[config.mk]
export PLATFORM = sky130hd
export DESIGN_NAME = spi_txn_sequencer
export DESIGN_NICKNAME = d
export VERILOG_FILES = /design/src/rtl/spi_seq_pkg.sv /design/src/rtl/spi_cmd_fifo.sv /design/src/rtl/spi_txn_sequencer.sv
export SDC_FILE = /design/constraint.sdc
export NUM_CORES = 1
export LEC_CHECK = 0
export CORE_MARGIN = 8
export CORE_UTILIZATION = 45
export DETAILED_ROUTE_END_ITERATION = 8
export DONT_BUFFER_PORTS = 1
export HOLD_SLACK_MARGIN = 0.12
export PLACE_DENSITY = 0.69
export SETUP_SLACK_MARGIN = 0.15
export SLEW_MARGIN = 20
export SYNTH_ARGS = -nofsm -noshare
export SYNTH_HDL_FRONTEND = slang
export SYNTH_HIERARCHICAL = 1
export SYNTH_SLANG_ARGS = --single-unit
[constraint.sdc]
create_clock -name clk -period 3.7 [get_ports clk]
set_input_delay 0.555 -clock clk [delete_from_list [all_inputs] [get_ports clk]]
set_output_delay 0.555 -clock clk [all_outputs]
set_load 0.005 [all_outputs]
[src/rtl/spi_seq_pkg.sv]
// Shared types and default sizing for the SPI transaction sequencer.
package spi_seq_pkg;

    localparam int unsigned SPI_WORD_W      = 16;
    localparam int unsigned DEF_FIFO_DEPTH  = 4;
    localparam int unsigned DEF_GAP_CYCLES  = 8;
    localparam int unsigned DEF_TIMEOUT_CYC = 1024;

    typedef enum logic [1:0] {
        IDLE,
        ISSUE,
        WAIT_DONE,
        GAP
    } seq_state_t;

endpackage

[src/rtl/spi_cmd_fifo.sv]
// Command queue for the sequencer: registered count, wrapping pointers,
// push refused whenever the registered count is full.
module spi_cmd_fifo #(
    parameter int unsigned DEPTH = 4,
    parameter int unsigned WIDTH = 16
) (
    input  logic             clk,
    input  logic             rst_n,
    input  logic             push,
    input  logic [WIDTH-1:0] din,
    input  logic             pop,
    output logic             full,
    output logic             empty,
    output logic [WIDTH-1:0] head
);

    localparam int unsigned PTR_W = $clog2(DEPTH);
    localparam int unsigned CNT_W = $clog2(DEPTH + 1);

    logic [WIDTH-1:0] mem_q [DEPTH];
    logic [WIDTH-1:0] mem_d [DEPTH];
    logic [PTR_W-1:0] wr_q, wr_d, rd_q, rd_d;
    logic [CNT_W-1:0] cnt_q, cnt_d;
    logic             do_push, do_pop;

    assign full  = (cnt_q == CNT_W'(DEPTH));
    assign empty = (cnt_q == '0);
    assign head  = mem_q[rd_q];

    always_comb begin
        do_push = push & ~full;
        do_pop  = pop & ~empty;
        mem_d   = mem_q;
        wr_d    = wr_q;
        rd_d    = rd_q;
        cnt_d   = cnt_q;
        if (do_push) begin
            mem_d[wr_q] = din;
            wr_d        = wr_q + PTR_W'(1);
        end
        if (do_pop) begin
            rd_d = rd_q + PTR_W'(1);
        end
        if (do_push && !do_pop) begin
            cnt_d = cnt_q + CNT_W'(1);
        end else if (do_pop && !do_push) begin
            cnt_d = cnt_q - CNT_W'(1);
        end
    end

    always_ff @(posedge clk) begin
        if (!rst_n) begin
            wr_q  <= '0;
            rd_q  <= '0;
            cnt_q <= '0;
        end else begin
            wr_q  <= wr_d;
            rd_q  <= rd_d;
            cnt_q <= cnt_d;
        end
    end

    // Storage needs no reset: entries are only read once the count covers them.
    always_ff @(posedge clk) begin
        mem_q <= mem_d;
    end

endmodule

[src/rtl/spi_txn_sequencer.sv]
// Feeds queued 16-bit commands to the SPI master one at a time and returns the received word.
// Optional WAIT_DONE abort counter enabled by defining SPI_SEQ_TIMEOUT_EN.
module spi_txn_sequencer
    import spi_seq_pkg::*;
#(
    parameter int unsigned FIFO_DEPTH  = DEF_FIFO_DEPTH,
    parameter int unsigned GAP_CYCLES  = DEF_GAP_CYCLES,
    parameter int unsigned TIMEOUT_CYC = DEF_TIMEOUT_CYC
) (
    input  logic                  clk,
    input  logic                  rst_n,
    input  logic                  req_vld,
    input  logic [SPI_WORD_W-1:0] req_cmd,
    output logic                  req_rdy,
    output logic                  spi_wrt,
    output logic [SPI_WORD_W-1:0] spi_cmd,
    input  logic                  spi_done,
    input  logic [SPI_WORD_W-1:0] spi_rdata,
    output logic                  rsp_vld,
    output logic [SPI_WORD_W-1:0] rsp_data,
    output logic                  rsp_err,
    input  logic                  rsp_rdy,
    output logic                  busy
);

    localparam int unsigned GAP_W = $clog2(GAP_CYCLES + 1);

    seq_state_t            state_q, state_d;
    logic                  spi_wrt_q, spi_wrt_d;
    logic [SPI_WORD_W-1:0] spi_cmd_q, spi_cmd_d;
    logic                  rsp_vld_q, rsp_vld_d;
    logic [SPI_WORD_W-1:0] rsp_data_q, rsp_data_d;
    logic [GAP_W-1:0]      gap_q, gap_d;
    logic                  fifo_pop_c, fifo_full, fifo_empty;
    logic [SPI_WORD_W-1:0] fifo_head;

`ifdef SPI_SEQ_TIMEOUT_EN
    localparam int unsigned TMO_W = $clog2(TIMEOUT_CYC + 1);
    logic [TMO_W-1:0] tmo_q, tmo_d;
    logic             rsp_err_q, rsp_err_d;
    assign rsp_err = rsp_err_q;
`else
    logic unused_tmo;
    assign unused_tmo = ^TIMEOUT_CYC;
    assign rsp_err    = 1'b0;
`endif

    spi_cmd_fifo #(
        .DEPTH (FIFO_DEPTH),
        .WIDTH (SPI_WORD_W)
    ) u_fifo (
        .clk   (clk),
        .rst_n (rst_n),
        .push  (req_vld),
        .din   (req_cmd),
        .pop   (fifo_pop_c),
        .full  (fifo_full),
        .empty (fifo_empty),
        .head  (fifo_head)
    );

    assign req_rdy  = ~fifo_full;
    assign busy     = (state_q != IDLE) | ~fifo_empty;
    assign spi_wrt  = spi_wrt_q;
    assign spi_cmd  = spi_cmd_q;
    assign rsp_vld  = rsp_vld_q;
    assign rsp_data = rsp_data_q;

    // Next-state and registered-output logic.
    always_comb begin
        state_d    = state_q;
        spi_wrt_d  = 1'b0;
        spi_cmd_d  = spi_cmd_q;
        rsp_vld_d  = rsp_vld_q & ~rsp_rdy;
        rsp_data_d = rsp_data_q;
        gap_d      = gap_q;
        fifo_pop_c = 1'b0;
`ifdef SPI_SEQ_TIMEOUT_EN
        tmo_d      = tmo_q;
        rsp_err_d  = rsp_err_q;
`endif
        case (state_q)
            IDLE: begin
                if (!fifo_empty && !rsp_vld_q) begin
                    state_d   = ISSUE;
                    spi_cmd_d = fifo_head;
                    spi_wrt_d = 1'b1;
                end
            end
            ISSUE: begin
                fifo_pop_c = 1'b1;
                state_d    = WAIT_DONE;
`ifdef SPI_SEQ_TIMEOUT_EN
                tmo_d      = '0;
`endif
            end
            WAIT_DONE: begin
                if (spi_done) begin
                    rsp_data_d = spi_rdata;
                    rsp_vld_d  = 1'b1;
                    gap_d      = '0;
                    state_d    = GAP;
`ifdef SPI_SEQ_TIMEOUT_EN
                    rsp_err_d  = 1'b0;
                // ISSUE cycle plus TIMEOUT_CYC-1 WAIT_DONE cycles before the abort lands.
                end else if (tmo_q == TMO_W'(TIMEOUT_CYC - 2)) begin
                    rsp_data_d = '0;
                    rsp_vld_d  = 1'b1;
                    rsp_err_d  = 1'b1;
                    gap_d      = '0;
                    state_d    = GAP;
                end else begin
                    tmo_d = tmo_q + TMO_W'(1);
`endif
                end
            end
            GAP: begin
                if (gap_q == GAP_W'(GAP_CYCLES - 1)) begin
                    state_d = IDLE;
                end else begin
                    gap_d = gap_q + GAP_W'(1);
                end
            end
            default: state_d = IDLE;
        endcase
    end

    always_ff @(posedge clk) begin
        if (!rst_n) begin
            state_q    <= IDLE;
            spi_wrt_q  <= 1'b0;
            spi_cmd_q  <= '0;
            rsp_vld_q  <= 1'b0;
            rsp_data_q <= '0;
            gap_q      <= '0;
`ifdef SPI_SEQ_TIMEOUT_EN
            tmo_q      <= '0;
            rsp_err_q  <= 1'b0;
`endif
        end else begin
            state_q    <= state_d;
            spi_wrt_q  <= spi_wrt_d;
            spi_cmd_q  <= spi_cmd_d;
            rsp_vld_q  <= rsp_vld_d;
            rsp_data_q <= rsp_data_d;
            gap_q      <= gap_d;
`ifdef SPI_SEQ_TIMEOUT_EN
            tmo_q      <= tmo_d;
            rsp_err_q  <= rsp_err_d;
`endif
        end
    end

endmodule

After elaboration in Yosys (flattened, before gate mapping)
Index checks and enable logic that the tools add are counted.
{"block": "word_totals", "reg_bits": 111, "out_inout_bits": 37, "wordCells": 76}
{"block": "op_classes", "bitwise_logic": 9, "n_lt_le_gt_ge": 3, "n_addsub": 5, "n_reduce_logical": 18, "mux": 19, "n_eq_ne": 9}
{"operator": "$bwmux 64", "count": 1}
{"operator": "$mux 16", "count": 3}
{"operator": "$bmux 16 s2", "count": 1}
{"operator": "$demux 16 s2", "count": 1}
{"operator": "$mux 4", "count": 2}
{"operator": "$ne 2x2->1 const B", "count": 4}
{"operator": "$pmux 2 s4", "count": 1}
{"operator": "$pmux 4 s2", "count": 1}
{"operator": "$ge 3x3->1 const B", "count": 2}
{"operator": "$mux 2", "count": 3}
{"operator": "$mux 3", "count": 2}
{"operator": "$not 2->3", "count": 2}
{"operator": "$reduce_and 2->1", "count": 3}
{"operator": "$reduce_and 3->1", "count": 2}
{"operator": "$reduce_bool 2->1", "count": 3}
{"operator": "$add 2x1->2 const B", "count": 2}
{"operator": "$add 4x1->4 const B", "count": 1}
{"operator": "$eq 2x2->1 const B", "count": 2}
{"operator": "$eq 4x3->1 const B", "count": 1}
{"operator": "$logic_and 1x1->1", "count": 4}
{"operator": "$logic_not 1->1", "count": 4}
{"operator": "$mux 1", "count": 4}
{"operator": "$add 3x1->3 const B", "count": 1}
{"operator": "$and 1x1->1", "count": 3}
{"operator": "other kinds (8)", "count": 10}

Longest topological paths before layout
{"block": "logic_depth", "word_depth": 7, "mapped_depth": 9, "depth_no_buf": 9}

Cells and area by module
Netlist, hierarchy kept.
{"mod": "spi_cmd_fifo", "area_per_inst_um2": 2792.7, "seq_area_each_um2": 2062.0, "cells_per_inst": 128, "instances": 1}
{"mod": "spi_txn_sequencer", "area_per_inst_um2": 1551.5, "seq_area_each_um2": 800.8, "cells_per_inst": 197, "instances": 1}

Worst setup path before layout
No wires, ideal clock.
{"block": "synth_path", "path_type": "input to register", "start": "input port req_vld", "end": "register u_fifo.cnt_q[2]", "t_arrival_ps": 1977, "cell_stages": 8, "path_buffers": 1, "path_slack_ps": 1647, "required_ps": 3624, "setup_ps": 76, "cell_sequence": "nor2b_1 -> buf_6 -> ha_1 -> inv_1 -> fa_1 -> xor2_1 -> or3_1 -> a21boi_0"}
{"block": "synth_between", "elab_chain_cells": 4, "elab_cells_between_ends": 6}
{"element": "from (decl)", "line_no": "spi_txn_sequencer.sv:12", "rtl": "input logic req_vld,"}
{"element": "$and 1x1->1 (*)", "line_no": "spi_cmd_fifo.sv:31", "rtl": "do_push = push & ~full;"}
{"element": "via u_fifo.do_push", "line_no": "spi_cmd_fifo.sv:24", "rtl": "logic do_push, do_pop;"}
{"element": "$logic_not 1->1", "line_no": "spi_cmd_fifo.sv:46", "rtl": "end else if (do_pop && !do_push) begin"}
{"element": "$logic_and 1x1->1", "line_no": "spi_cmd_fifo.sv:46"}
{"element": "$reduce_bool 2->1 (no line)"}
{"element": "to (signal assigned)", "line_no": "spi_cmd_fifo.sv:59", "rtl": "cnt_q <= cnt_d;"}
{"element": "to (decl)", "line_no": "spi_cmd_fifo.sv:23", "rtl": "logic [CNT_W-1:0] cnt_q, cnt_d;"}
Mark *: on every way through the listed nets, which the timed path passes. The rest lies on a longest branch.
A chain may end at the register's enable or synchronous reset.

Worst setup path in the final report
{"block": "layout_path", "start": "register u_fifo.cnt_q[0]", "end": "register u_fifo.cnt_q[2]"}
{"block": "layout_between", "elab_chain_cells": 6, "elab_cells_between_ends": 15}
{"element": "$eq 3x3->1 (*)", "line_no": "spi_cmd_fifo.sv:26", "rtl": "assign full = (cnt_q == CNT_W'(DEPTH));"}
{"element": "via fifo_full", "line_no": "spi_txn_sequencer.sv:34", "rtl": "logic fifo_pop_c, fifo_full, fifo_empty;"}
{"element": "$not 1->1 (*)", "line_no": "spi_cmd_fifo.sv:31"}
{"element": "$and 1x1->1 (*)", "line_no": "spi_cmd_fifo.sv:31"}
{"element": "$logic_not 1->1", "line_no": "spi_cmd_fifo.sv:46"}
{"element": "$logic_and 1x1->1", "line_no": "spi_cmd_fifo.sv:46"}
{"element": "$reduce_bool 2->1 (no line)"}
Mark *: on every way through the listed nets, which the timed path passes. The rest lies on a longest branch. The select of a mux whose other input is x is not followed.

==> tab_implementation.tex <==
\begin{tabular}{lr}
\hline
Metric & Value \\
\hline
\multicolumn{2}{l}{\textbf{Power}} \\
Largest vdd supply drop & 0.217 mV \\
Leakage power of the design & 1.51 nW \\
Internal power contribution & 2.11 mW \\
Sw Ratio & 0.314 \\
Sequential power share & 0.548 \\
Clock network power share & 0.228 \\
Power Density & 667 nW/um2 \\
Share of power burned in combinational logic & 0.224 \\
Final Total Pwr & 3.07 mW \\
Net Sw Power & 0.964 mW \\
\multicolumn{2}{l}{\textbf{Global route}} \\
Global-route wire length before repair & 12200 um \\
Remaining Overflow, GRT & 0 \\
Number of global-route vias before repair & 2341 \\
Initial antenna violation count & 0 \\
Pin count of the biggest net entering global routing & 39 \\
GR Util All Layers & 0.121 \\
\multicolumn{2}{l}{\textbf{CTS}} \\
Clock insertion delay at the later pin of the skew report & 0.36 ns \\
Post-CTS Repair Setup Buffers & 0 \\
Resize count post-CTS & 0 \\
Maximum buffer depth of the clock tree & 2 \\
CTS tree & done \\
Root Buffer & clkbuf\_8 \\
CTS clock-pin slew for the worst setup and hold paths & 0.10 ns \\
Clock buffers created by TritonCTS & 9 \\
Number of buffers inserted for hold repair after clock tree synthesis & 0 \\
Max H-tree Level & 3 \\
Number of sinks driven by the clock tree & 111 \\
\multicolumn{2}{l}{\textbf{Yosys}} \\
Mean post-synth cell area & 13.4 um2 \\
Number of enable flip-flop cells after synthesis & 64 \\
Most common flop cell mapped by yosys & edfxtp\_1 \\
Total number of yosys warnings & 6 \\
Area of the mapped netlist & 4340 um2 \\
Proportion of synthesized flip-flops having asynchronous set or reset & 0 \\
Number of synthesized register bits & 111 \\
Cell variety after synth & 40 \\
Post-synthesis net count & 373 \\
Share of synthesized area occupied by flip-flops and latches & 0.659 \\
Mapped Cells & 325 \\
\multicolumn{2}{l}{\textbf{Timing}} \\
Setup repair after global routing missed its margin & no \\
Post-layout minimum cycle time & 2.44 ns \\
Aggregate negative setup slack & 0 ns \\
Final number of max-transition violations & 0 \\
Period utilization & 0.659 \\
Final setup violation count & 0 \\
Final Hold Violating Endpoints & 0 \\
Worst slew margin relative to its limit & 0.410 \\
Timing-limited maximum frequency & 410 MHz \\
Worst-case clock skew & 0.0134 ns \\
Transition at the pin with the smallest max-transition slack & 0.885 ns \\
\multicolumn{2}{l}{\textbf{Finish}} \\
Post-layout nets & 368 \\
Fin area & 4610 um2 \\
Share of post-route cells with drive strength above 1 & 0.0923 \\
Antenna diode count & 0 \\
Non-filler cells, final & 458 \\
Area Growth Syn to Fin & 6.02\% \\
Final design utilization & 0.482 \\
\multicolumn{2}{l}{\textbf{Floorplanning}} \\
Total Die Area & 13100 um2 \\
Overall die width & 114 um \\
Core footprint & 9550 um2 \\
Total number of placement rows & 36 \\
Starting density of the core & 0.455 \\
Height of the die & 114 um \\
Number of top-level design ports & 74 \\
\multicolumn{2}{l}{\textbf{Placement}} \\
Post-detailed-placement cell area & 4410 um2 \\
Global placement routability congestion & 0.783 \\
IO Port Bufs & 0 \\
Dpl cells & 442 \\
Post-DP HPWL & 5470 um \\
\multicolumn{2}{l}{\textbf{Outcome}} \\
Run status & finished clean \\
\multicolumn{2}{l}{\textbf{Route}} \\
Avg WL per Cell & 17.0 um \\
Number of nets with antenna violations after detailed routing & 0 \\
Number of vias after detailed routing & 2374 \\
Post-Route WL & 7800 um \\
Initial DRC count & 148 \\
Vias per cell & 5.18 \\
Number of remaining DRC errors & 0 \\
Pre-Repair DR Iteration Count & 4 \\
\multicolumn{2}{l}{\textbf{Critical path}} \\
Worst setup EP type & register \\
Path type of the worst setup path & register to register \\
Crit path launch type & register \\
Worst-case reg-to-reg path depth & 8 \\
Launching point of the worst reg2reg path & u\_fifo/cnt\_q[0]\$\_SDFFE\_PN0P\_ \\
Arrival time of the worst setup path & 2.72 ns \\
Critical path's largest stage delay & 0.50 ns \\
Largest driver fanout on the critical path & 7 \\
Worst R2R Setup Slack & 1.26 ns \\
Capturing point of the worst reg2reg path & u\_fifo/cnt\_q[2]\$\_SDFFE\_PN0P\_ \\
Crit-path cells & nor3b\_2 -> nor2b\_1 -> ha\_1 -> inv\_1 -> fa\_1 -> xor2\_1 -> or3\_1 -> a21boi\_0 \\
Data required time at the worst endpoint & 3.98 ns \\
Max stage delay cell, worst path & dfxtp\_1 \\
\multicolumn{2}{l}{\textbf{Hold path}} \\
Startpoint of the most critical hold path & req\_cmd[14] \\
Worst min-delay path endpoint & u\_fifo/mem\_q[62]\$\_DFFE\_PP\_ \\
Number of instances on the worst hold path & 0 \\
Tightest Hold Check Type & primary input to register \\
\multicolumn{2}{l}{\textbf{Flow run}} \\
Max-cap viol count & 0 \\
\hline
\end{tabular}
kinds of logic after synthesis:
kind of cell,count (synthesis),share of synthesized area
AO/OA/AOI/OAI,49,0.0637
XOR/XNOR,4,0.00807
adder cells (fa/ha/maj),11,0.0334
buffers and inverters,23,0.0291
flip-flops,111,0.659
multiplexers,19,0.0968
other,1,0.000863
AND/OR/NAND/NOR,107,0.109
layout by cell type, fill, tap and decap left out, types with 4 or more instances in the layout:
cell type,n
a21oi_1,36
and2_1,9
clkbuf_8,9
dfxtp_1,46
edfxtp_1,64
ha_1,10
inv_1,6
mux4_1,8
mux4_2,8
nand2_1,75
nand3_1,5
nor2_1,4
layout make-up:
class                           instances  area, um2
Inverter                                7       26.3
Multi-Input combinational cell        191       1360
Tap cell                              133        166
Clock buffer                            9        124
Sequential cell                       111       2860
Clock inverter                          7       70.1
Fill cell                             851       4940
power by group through the flow:
stage	sequential, mW	clock (mW)	combinational (mW)
after global placement	1.71	0	0.669
final	1.68	0.702	0.689
after CTS	1.69	0.727	0.696
after detailed placement	1.72	0	0.695
after floorplan	1.62	0	0.640
after global routing	1.71	0.775	0.778
per-stage QoR:
stage | hold slack (ns) | worst slack (ns)
final | 0.277 | 1.26
after global routing | 0.251 | 1.13
after CTS | 0.267 | 1.26
after detailed placement | 0.475 | 1.27
after global placement | 0.470 | 1.43
after floorplan | 0.453 | 1.65
Yosys cell counts (3+ instances only):
master / number / area, um2
dfxtp_1: 47 / 941
inv_1: 7 / 26.3
o21ai_0: 3 / 15.0
nor3_1: 3 / 15.0
nand2_1: 75 / 282
a21oi_1: 36 / 180
mux4_1: 8 / 210
nor2b_1: 3 / 18.8
nor2_1: 4 / 15.0
nand3_1: 5 / 25.0
xnor2_1: 3 / 26.3
and2_1: 9 / 56.3
ha_1: 10 / 125
mux4_2: 8 / 180
mux2i_1: 3 / 30.0
buf_2: 4 / 20.0
edfxtp_1: 64 / 1920
clkbuf_1: 8 / 30.0
metal layers:
metal / wire [um] / GRT usage / share of wire / up-vias
met1: 3230 / 0.136 / 0.41 / 1133
met5: 0 / 0 / 0 / -
li1: - / - / - / 1151
met4: 216 / 0.0603 / 0.028 / 0
met2: 3560 / 0.191 / 0.46 / 77
met3: 800 / 0.0559 / 0.10 / 13
worst max path at each step:
stage	startpoint	endpoint	cells after the start
after floorplan	req_vld	u_fifo/cnt_q[2]$_SDFFE_PN0P_	8
after global placement	req_vld	u_fifo/cnt_q[2]$_SDFFE_PN0P_	7
after detailed placement	u_fifo/cnt_q[0]$_SDFFE_PN0P_	u_fifo/cnt_q[2]$_SDFFE_PN0P_	8
after CTS	u_fifo/cnt_q[0]$_SDFFE_PN0P_	u_fifo/cnt_q[2]$_SDFFE_PN0P_	8
after global routing	u_fifo/cnt_q[0]$_SDFFE_PN0P_	u_fifo/cnt_q[2]$_SDFFE_PN0P_	8
final	u_fifo/cnt_q[0]$_SDFFE_PN0P_	u_fifo/cnt_q[2]$_SDFFE_PN0P_	8
critical path: cells and delay by family, from the launching register on:
| kind | cells | cell delay, ns |
|---|---|---|
| and+or+nand+nor | 3 | 0.81 |
| adders and majority gates | 2 | 0.65 |
| DFF | 1 | 0.50 |
| AOI/OAI and AO/OA | 1 | 0.19 |
| xor gates and xnor gates | 1 | 0.16 |
| buffers and inverters | 1 | 0.06 |
state kept, by name, indices dropped and copies added, names as in the netlist:
name          flops
spi_cmd          16
u_fifo/rd_q       2
gap_q             4
spi_wrt           1
rsp_vld           1
u_fifo/mem_q     64
u_fifo/cnt_q      3
u_fifo/wr_q       2
rsp_data         16
state_q           2
(Power assumes the default switching activity.)
